**config.mk**
```make
export PLATFORM = sky130hd
export DESIGN_NAME = serial_transmitter_flat
export DESIGN_NICKNAME = d
export VERILOG_FILES = /design/src/rtl/serial_transmitter_if.sv /design/src/rtl/serial_transmitter.sv /design/src/flat_wrapper.sv
export SDC_FILE = /design/constraint.sdc
export NUM_CORES = 1
export LEC_CHECK = 0
export ABC_AREA = 1
export CAP_MARGIN = 20
export CORE_UTILIZATION = 30
export CTS_BUF_LIST = sky130_fd_sc_hd__clkbuf_16
export DETAILED_ROUTE_END_ITERATION = 6
export PLACE_DENSITY_LB_ADDON = 0.25
export SLEW_MARGIN = 15
export SYNTH_ARGS = -nofsm -noshare
export SYNTH_HDL_FRONTEND = slang
export SYNTH_SLANG_ARGS = --single-unit
export TNS_END_PERCENT = 100
```
**constraint.sdc**
```tcl
create_clock -name clk -period 1.9 [get_ports clk]
set_clock_uncertainty 0.2 [all_clocks]
set_input_delay 0.38 -clock clk [delete_from_list [all_inputs] [get_ports clk]]
set_output_delay 0.38 -clock clk [all_outputs]
set_load 0.1 [all_outputs]
```
**src/rtl/serial_transmitter_if.sv**
```systemverilog
// Parallel-producer side of the serial transmitter: request, word and line status.
// The producer drives through master; the transmitter uses slave.
interface serial_transmitter_if;
   logic       start;
   logic [6:0] data_in;
   logic       serial_out;
   logic       busy;
   logic       done;

   modport master (output start, data_in, input serial_out, busy, done);
   modport slave  (input start, data_in, output serial_out, busy, done);
endinterface

```
**src/rtl/serial_transmitter.sv**
```systemverilog
// Single-wire frame transmitter: start bit, 7 data bits LSB first, parity, stop,
// then a forced idle gap. serial_out, busy and done are all registered.
module serial_transmitter #(
   parameter int CLKS_PER_BIT = 1,
   parameter int PARITY_ODD   = 0,
   parameter int GAP_BITS     = 1
) (
   input logic                 clk,
   input logic                 rstn,
   serial_transmitter_if.slave bus
);
   localparam int BW = (CLKS_PER_BIT > 1) ? $clog2(CLKS_PER_BIT) : 1;
   localparam int GW = (GAP_BITS > 1) ? $clog2(GAP_BITS) : 1;
   localparam logic [BW-1:0] BAUD_LAST = BW'(CLKS_PER_BIT - 1);
   localparam logic [GW-1:0] GAP_LAST  = GW'(GAP_BITS - 1);

   typedef enum logic [2:0] {
      IDLE   = 3'd0,
      START  = 3'd1,
      DATA   = 3'd2,
      PARITY = 3'd3,
      STOP   = 3'd4,
      GAP    = 3'd5
   } state_t;

   state_t          r_state, w_state_nxt;
   logic [BW-1:0]   r_baud, w_baud_nxt;
   logic [2:0]      r_bit, w_bit_nxt;
   logic [GW-1:0]   r_gap, w_gap_nxt;
   logic [6:0]      r_shift, w_shift_nxt;
   logic            r_parity, w_parity_nxt;
   logic            r_serial, w_serial_nxt;
   logic            r_busy;
   logic            r_done, w_done_nxt;
   logic            w_baud_end;

   assign w_baud_end = (r_baud == BAUD_LAST);

   always_comb begin
      w_state_nxt  = r_state;
      w_baud_nxt   = w_baud_end ? '0 : r_baud + 1'b1;
      w_bit_nxt    = r_bit;
      w_gap_nxt    = r_gap;
      w_shift_nxt  = r_shift;
      w_parity_nxt = r_parity;
      w_done_nxt   = 1'b0;
      case (r_state)
         IDLE: begin
            w_baud_nxt = '0;
            if (bus.start) begin
               w_state_nxt  = START;
               w_shift_nxt  = bus.data_in;
               w_parity_nxt = (PARITY_ODD != 0) ? ~^bus.data_in : ^bus.data_in;
            end
         end
         START: if (w_baud_end) begin
            w_state_nxt = DATA;
            w_bit_nxt   = '0;
         end
         DATA: if (w_baud_end) begin
            if (r_bit == 3'd6) begin
               w_state_nxt = PARITY;
            end else begin
               w_bit_nxt   = r_bit + 1'b1;
               w_shift_nxt = r_shift >> 1;
            end
         end
         PARITY: if (w_baud_end) w_state_nxt = STOP;
         STOP: if (w_baud_end) begin
            w_state_nxt = GAP;
            w_gap_nxt   = '0;
            w_done_nxt  = 1'b1;
         end
         GAP: if (w_baud_end) begin
            if (r_gap == GAP_LAST) w_state_nxt = IDLE;
            else                   w_gap_nxt   = r_gap + 1'b1;
         end
         default: begin
            w_state_nxt = IDLE;
            w_baud_nxt  = '0;
         end
      endcase

      // Line level is registered from the next state so it changes only on edges.
      case (w_state_nxt)
         START:   w_serial_nxt = 1'b0;
         DATA:    w_serial_nxt = w_shift_nxt[0];
         PARITY:  w_serial_nxt = w_parity_nxt;
         default: w_serial_nxt = 1'b1;
      endcase
   end

   always_ff @(posedge clk or negedge rstn) begin
      if (!rstn) begin
         r_state  <= IDLE;
         r_baud   <= '0;
         r_bit    <= '0;
         r_gap    <= '0;
         r_shift  <= '0;
         r_parity <= 1'b0;
         r_serial <= 1'b1;
         r_busy   <= 1'b0;
         r_done   <= 1'b0;
      end else begin
         r_state  <= w_state_nxt;
         r_baud   <= w_baud_nxt;
         r_bit    <= w_bit_nxt;
         r_gap    <= w_gap_nxt;
         r_shift  <= w_shift_nxt;
         r_parity <= w_parity_nxt;
         r_serial <= w_serial_nxt;
         r_busy   <= (w_state_nxt != IDLE);
         r_done   <= w_done_nxt;
      end
   end

   assign bus.serial_out = r_serial;
   assign bus.busy       = r_busy;
   assign bus.done       = r_done;
endmodule
```
**src/flat_wrapper.sv**
```systemverilog
// flat-port wrapper written by rule: the top's interface ports become plain ports
module serial_transmitter_flat 
#(
   parameter int CLKS_PER_BIT = 1,
   parameter int PARITY_ODD   = 0,
   parameter int GAP_BITS     = 1
)
  (clk, rstn, bus_start, bus_data_in, bus_serial_out, bus_busy, bus_done);
  serial_transmitter_if bus_i ();
  input logic clk;
  input logic rstn;
  input wire logic [$bits(bus_i.start)-1:0] bus_start;
  input wire logic [$bits(bus_i.data_in)-1:0] bus_data_in;
  output wire logic [$bits(bus_i.serial_out)-1:0] bus_serial_out;
  output wire logic [$bits(bus_i.busy)-1:0] bus_busy;
  output wire logic [$bits(bus_i.done)-1:0] bus_done;
  assign bus_i.start = bus_start;
  assign bus_i.data_in = bus_data_in;
  assign bus_serial_out = bus_i.serial_out;
  assign bus_busy = bus_i.busy;
  assign bus_done = bus_i.done;
  serial_transmitter #(.CLKS_PER_BIT(CLKS_PER_BIT), .PARITY_ODD(PARITY_ODD), .GAP_BITS(GAP_BITS)) u_core (.clk(clk), .rstn(rstn), .bus(bus_i));
endmodule
```
==> key figures <==
Status
  • Outcome: finished, violations left
  • Violated checks: design-rule violations

Clock network
  • Setup bufs post-CTS: 0
  • Resized cells post-CTS: 0
  • CTS root buf: clkbuf_16
  • Total CTS buffers: 3
  • H-tree depth: 1
  • Clk Latency, worst-skew pair: 0.24 ns
  • Hold buffer count at cts: 0
  • CTS tree: yes
  • CTS Sinks: 17
  • Worst-path clk slew: 0.05 ns
  • Clock Tree Buf Depth: 2

Yosys
  • Synth Area in Compound Gates: 12.1%
  • Seq/Total Area, Yosys: 46.5%
  • Xor/xnor share of the synthesized area: 1.91%
  • Simple-gate share of the synthesized area: 27.8%
  • Synth Net Count: 123
  • Cells after Synth: 111
  • Synth cell types: 25
  • Syn_area_per_cell: 8.27 um2
  • Largest family of logic cells by synthesized area: simple AND/OR/NAND/NOR gates
  • Mux contribution to synthesized area: 0%
  • Post-Syn Area: 918 um2
  • Yosys reg bits: 17
  • Synth Area in Adders: 2.72%
  • Ys Warns: 0

Detailed routing
  • DR vias/cell: 4.66
  • DRT Pass-1 Iters: 6
  • Drt drc: 2
  • Final wirelength: 1710 um
  • Routed Antenna Nets: 0
  • DRT iter0 DRCs: 35
  • DR WL/cell: 10.7 um
  • Via count: 741

Setup path
  • Req. time, crit path: 1.85 ns
  • Worst r2r path cells: 7
  • CP endpoint: u_core.r_bit[2]$_DFFE_PN0P_
  • Reg2reg end: u_core.r_bit[2]$_DFFE_PN0P_
  • Critical Path Start Type: flop
  • Crit. End Element: flop
  • Setup CP Type: reg -> reg
  • Critical path origin: u_core.r_bit[0]$_DFFE_PN0P_
  • Reg-to-Reg Start: u_core.r_bit[0]$_DFFE_PN0P_
  • Crit path max fanout: 7
  • Crit path arrival time: 1.59 ns
  • R2R Setup Slk: 0.26 ns

Floorplan
  • Die H: 57.3 um
  • Initial Util: 32.5%
  • Row cnt: 19
  • Die Wd: 57.3 um
  • CORE AREA: 2830 um2
  • Die area: 3290 um2
  • IO Count: 13

Global route
  • Initial antenna violation count: 0
  • Vias in the first global route: 707
  • Gr usage total: 12.0%
  • Largest net degree at the start of global routing: 13
  • First-pass GRT wire length: 3060 um
  • Total congestion overflow: 0

Placed design
  • Dpl cell area: 1110 um2
  • PortBufs: 12
  • Dpl hpwl: 1400 um
  • Routability-driven placement congestion ratio: 0.829
  • Pre-CTS WS: 0.0657 ns

Timing
  • Worst Tran Pin Value: 0.266 ns
  • Slew Viols, Final: 0
  • Hold slack final: 0.175 ns
  • RSZ-0062 raised after global routing: no
  • Final setup margin: 0.263 ns
  • Fmax: 611 MHz
  • Setup TNS: 0 ns
  • Slew HR: 82.2%
  • Number of hold violations in the final report: 0
  • Fin crit share: 86.2%
  • Minimum clock period: 1.64 ns
  • Setup violations, final: 0

Cells and area
  • Area delta synth->final: 30.0%
  • Share of layout cells above drive strength 1: 18.8%
  • Most common cell after layout, fill and taps aside: nand2_1
  • Ant diodes: 0
  • Filler Cell Count: 274
  • Final Cell Area: 1190 um2
  • Final net count: 141
  • Most frequent cells in the layout: nand2_1, inv_1, dfrtp_1

Power and ir drop
  • Sequential power share: 31.0%
  • Power Internal: 0.00118 W
  • Switching Power: 0.000872 W
  • Leak Pwr: 0.604 nW
  • PwrDens: 1720 nW/um2
  • Clock Power Share: 19.7%
  • Comb power frac: 49.3%
  • Sw frac: 42.5%
  • Total chip power: 0.00205 W
  • Worst vdd ir: 0.815 mV

Flow run
  • Max-cap violations: 0

Worst hold path
  • HP Class: in -> async
[routing by layer]
metal  GRT usage [%]  wire length (um)  up-vias
li1                -                 -      383
met1            16.1               828      352
met2            19.8               844        6
met3            2.27                32        0
met4            3.14                 0        0
met5               0                 0        -
[worst min path at each step]
stage | start | to | slack, ns | depth (start not counted)
after floorplan | rstn | u_core.bus.busy$_DFF_PN0_ | -0.12 | 0
after global placement | u_core.r_shift[0]$_DFF_PN0_ | u_core.r_shift[0]$_DFF_PN0_ | 0.27 | 2
after detailed placement | u_core.r_shift[3]$_DFFE_PN0P_ | u_core.r_shift[3]$_DFFE_PN0P_ | 0.27 | 2
after CTS | rstn | u_core.r_parity$_DFF_PN0_ | 0.18 | 1
after global routing | rstn | u_core.r_shift[0]$_DFF_PN0_ | 0.20 | 1
final | rstn | u_core.r_parity$_DFF_PN0_ | 0.17 | 1
[power by group through the flow]
stage               clock (W)  sequential (W)  combinational [W]
global placement            0        0.000640            0.00101
CTS                  0.000416        0.000639            0.00103
finish               0.000404        0.000638            0.00101
floorplan                   0        0.000806           0.000573
detailed placement          0        0.000644            0.00102
global route         0.000433        0.000657            0.00113
[stage by stage]
stage / std cells / utilization (%)
floorplan: 111 / -
global placement: 155 / 39.4
detailed placement: 155 / 39.4
CTS: 159 / 42.2
global route: 159 / 42.2
finish: 159 / 42.2
[worst max-delay path: stages, from the launching register on]
cell and delay [ns]:
dfrtp_1 0.34, inv_1 0.07, ha_1 0.24, a21oi_4 0.27, inv_2 0.11, nand2_4 0.09
inv_2 0.05, o31ai_2 0.17
[Yosys cell counts]
cell type   n  area [um2]
nand3_1     5        25.0
a22oi_1     3        22.5
a21oi_4     1        16.3
nor2_1      4        15.0
xnor2_1     2        17.5
nor2_4      1        11.3
nand2_1    36         135
o21ai_1     5        25.0
nand2_4     1        11.3
dfstp_2     1        26.3
nor3_1      1        5.00
inv_2       6        22.5
nor2_2      1        6.26
o21ai_0     1        5.00
dfrtp_1    16         400
ha_1        2        25.0
nand3_2     1        10.0
o221ai_1    2        17.5
nand2_2     1        6.26
inv_1      16        60.1
or2_2       1        6.26
nand3_4     1        17.5
or3_1       1        6.26
o211ai_2    1        12.5
o31ai_2     1        12.5
[state kept, by name, indices dropped and copies added (netlist names)]
name,count
u_core.bus.busy,1
u_core.r_shift,7
u_core.r_state,3
u_core.bus.serial_out,1
u_core.r_parity,1
u_core.bus.done,1
u_core.r_bit,3
[cell families after synthesis]
group / Yosys count
fa+ha+maj: 2
flops: 17
buf+inv: 22
xor+xnor: 2
compound gates: 14
simple gates: 54
[area by class of cell]
| cell class | instances | area (um2) | share of cell area [%] |
|---|---|---|---|
| well taps | 31 | 38.8 | 3.25 |
| multi-input cells | 72 | 409 | 34.3 |
| flip-flops and latches | 17 | 427 | 35.7 |
| inverters | 22 | 82.6 | 6.92 |
| clock inverters | 1 | 3.75 | 0.314 |
| clock buffers | 3 | 75.1 | 6.29 |
| repair buffers | 13 | 158 | 13.2 |
Power figures use the tool's default switching activity.
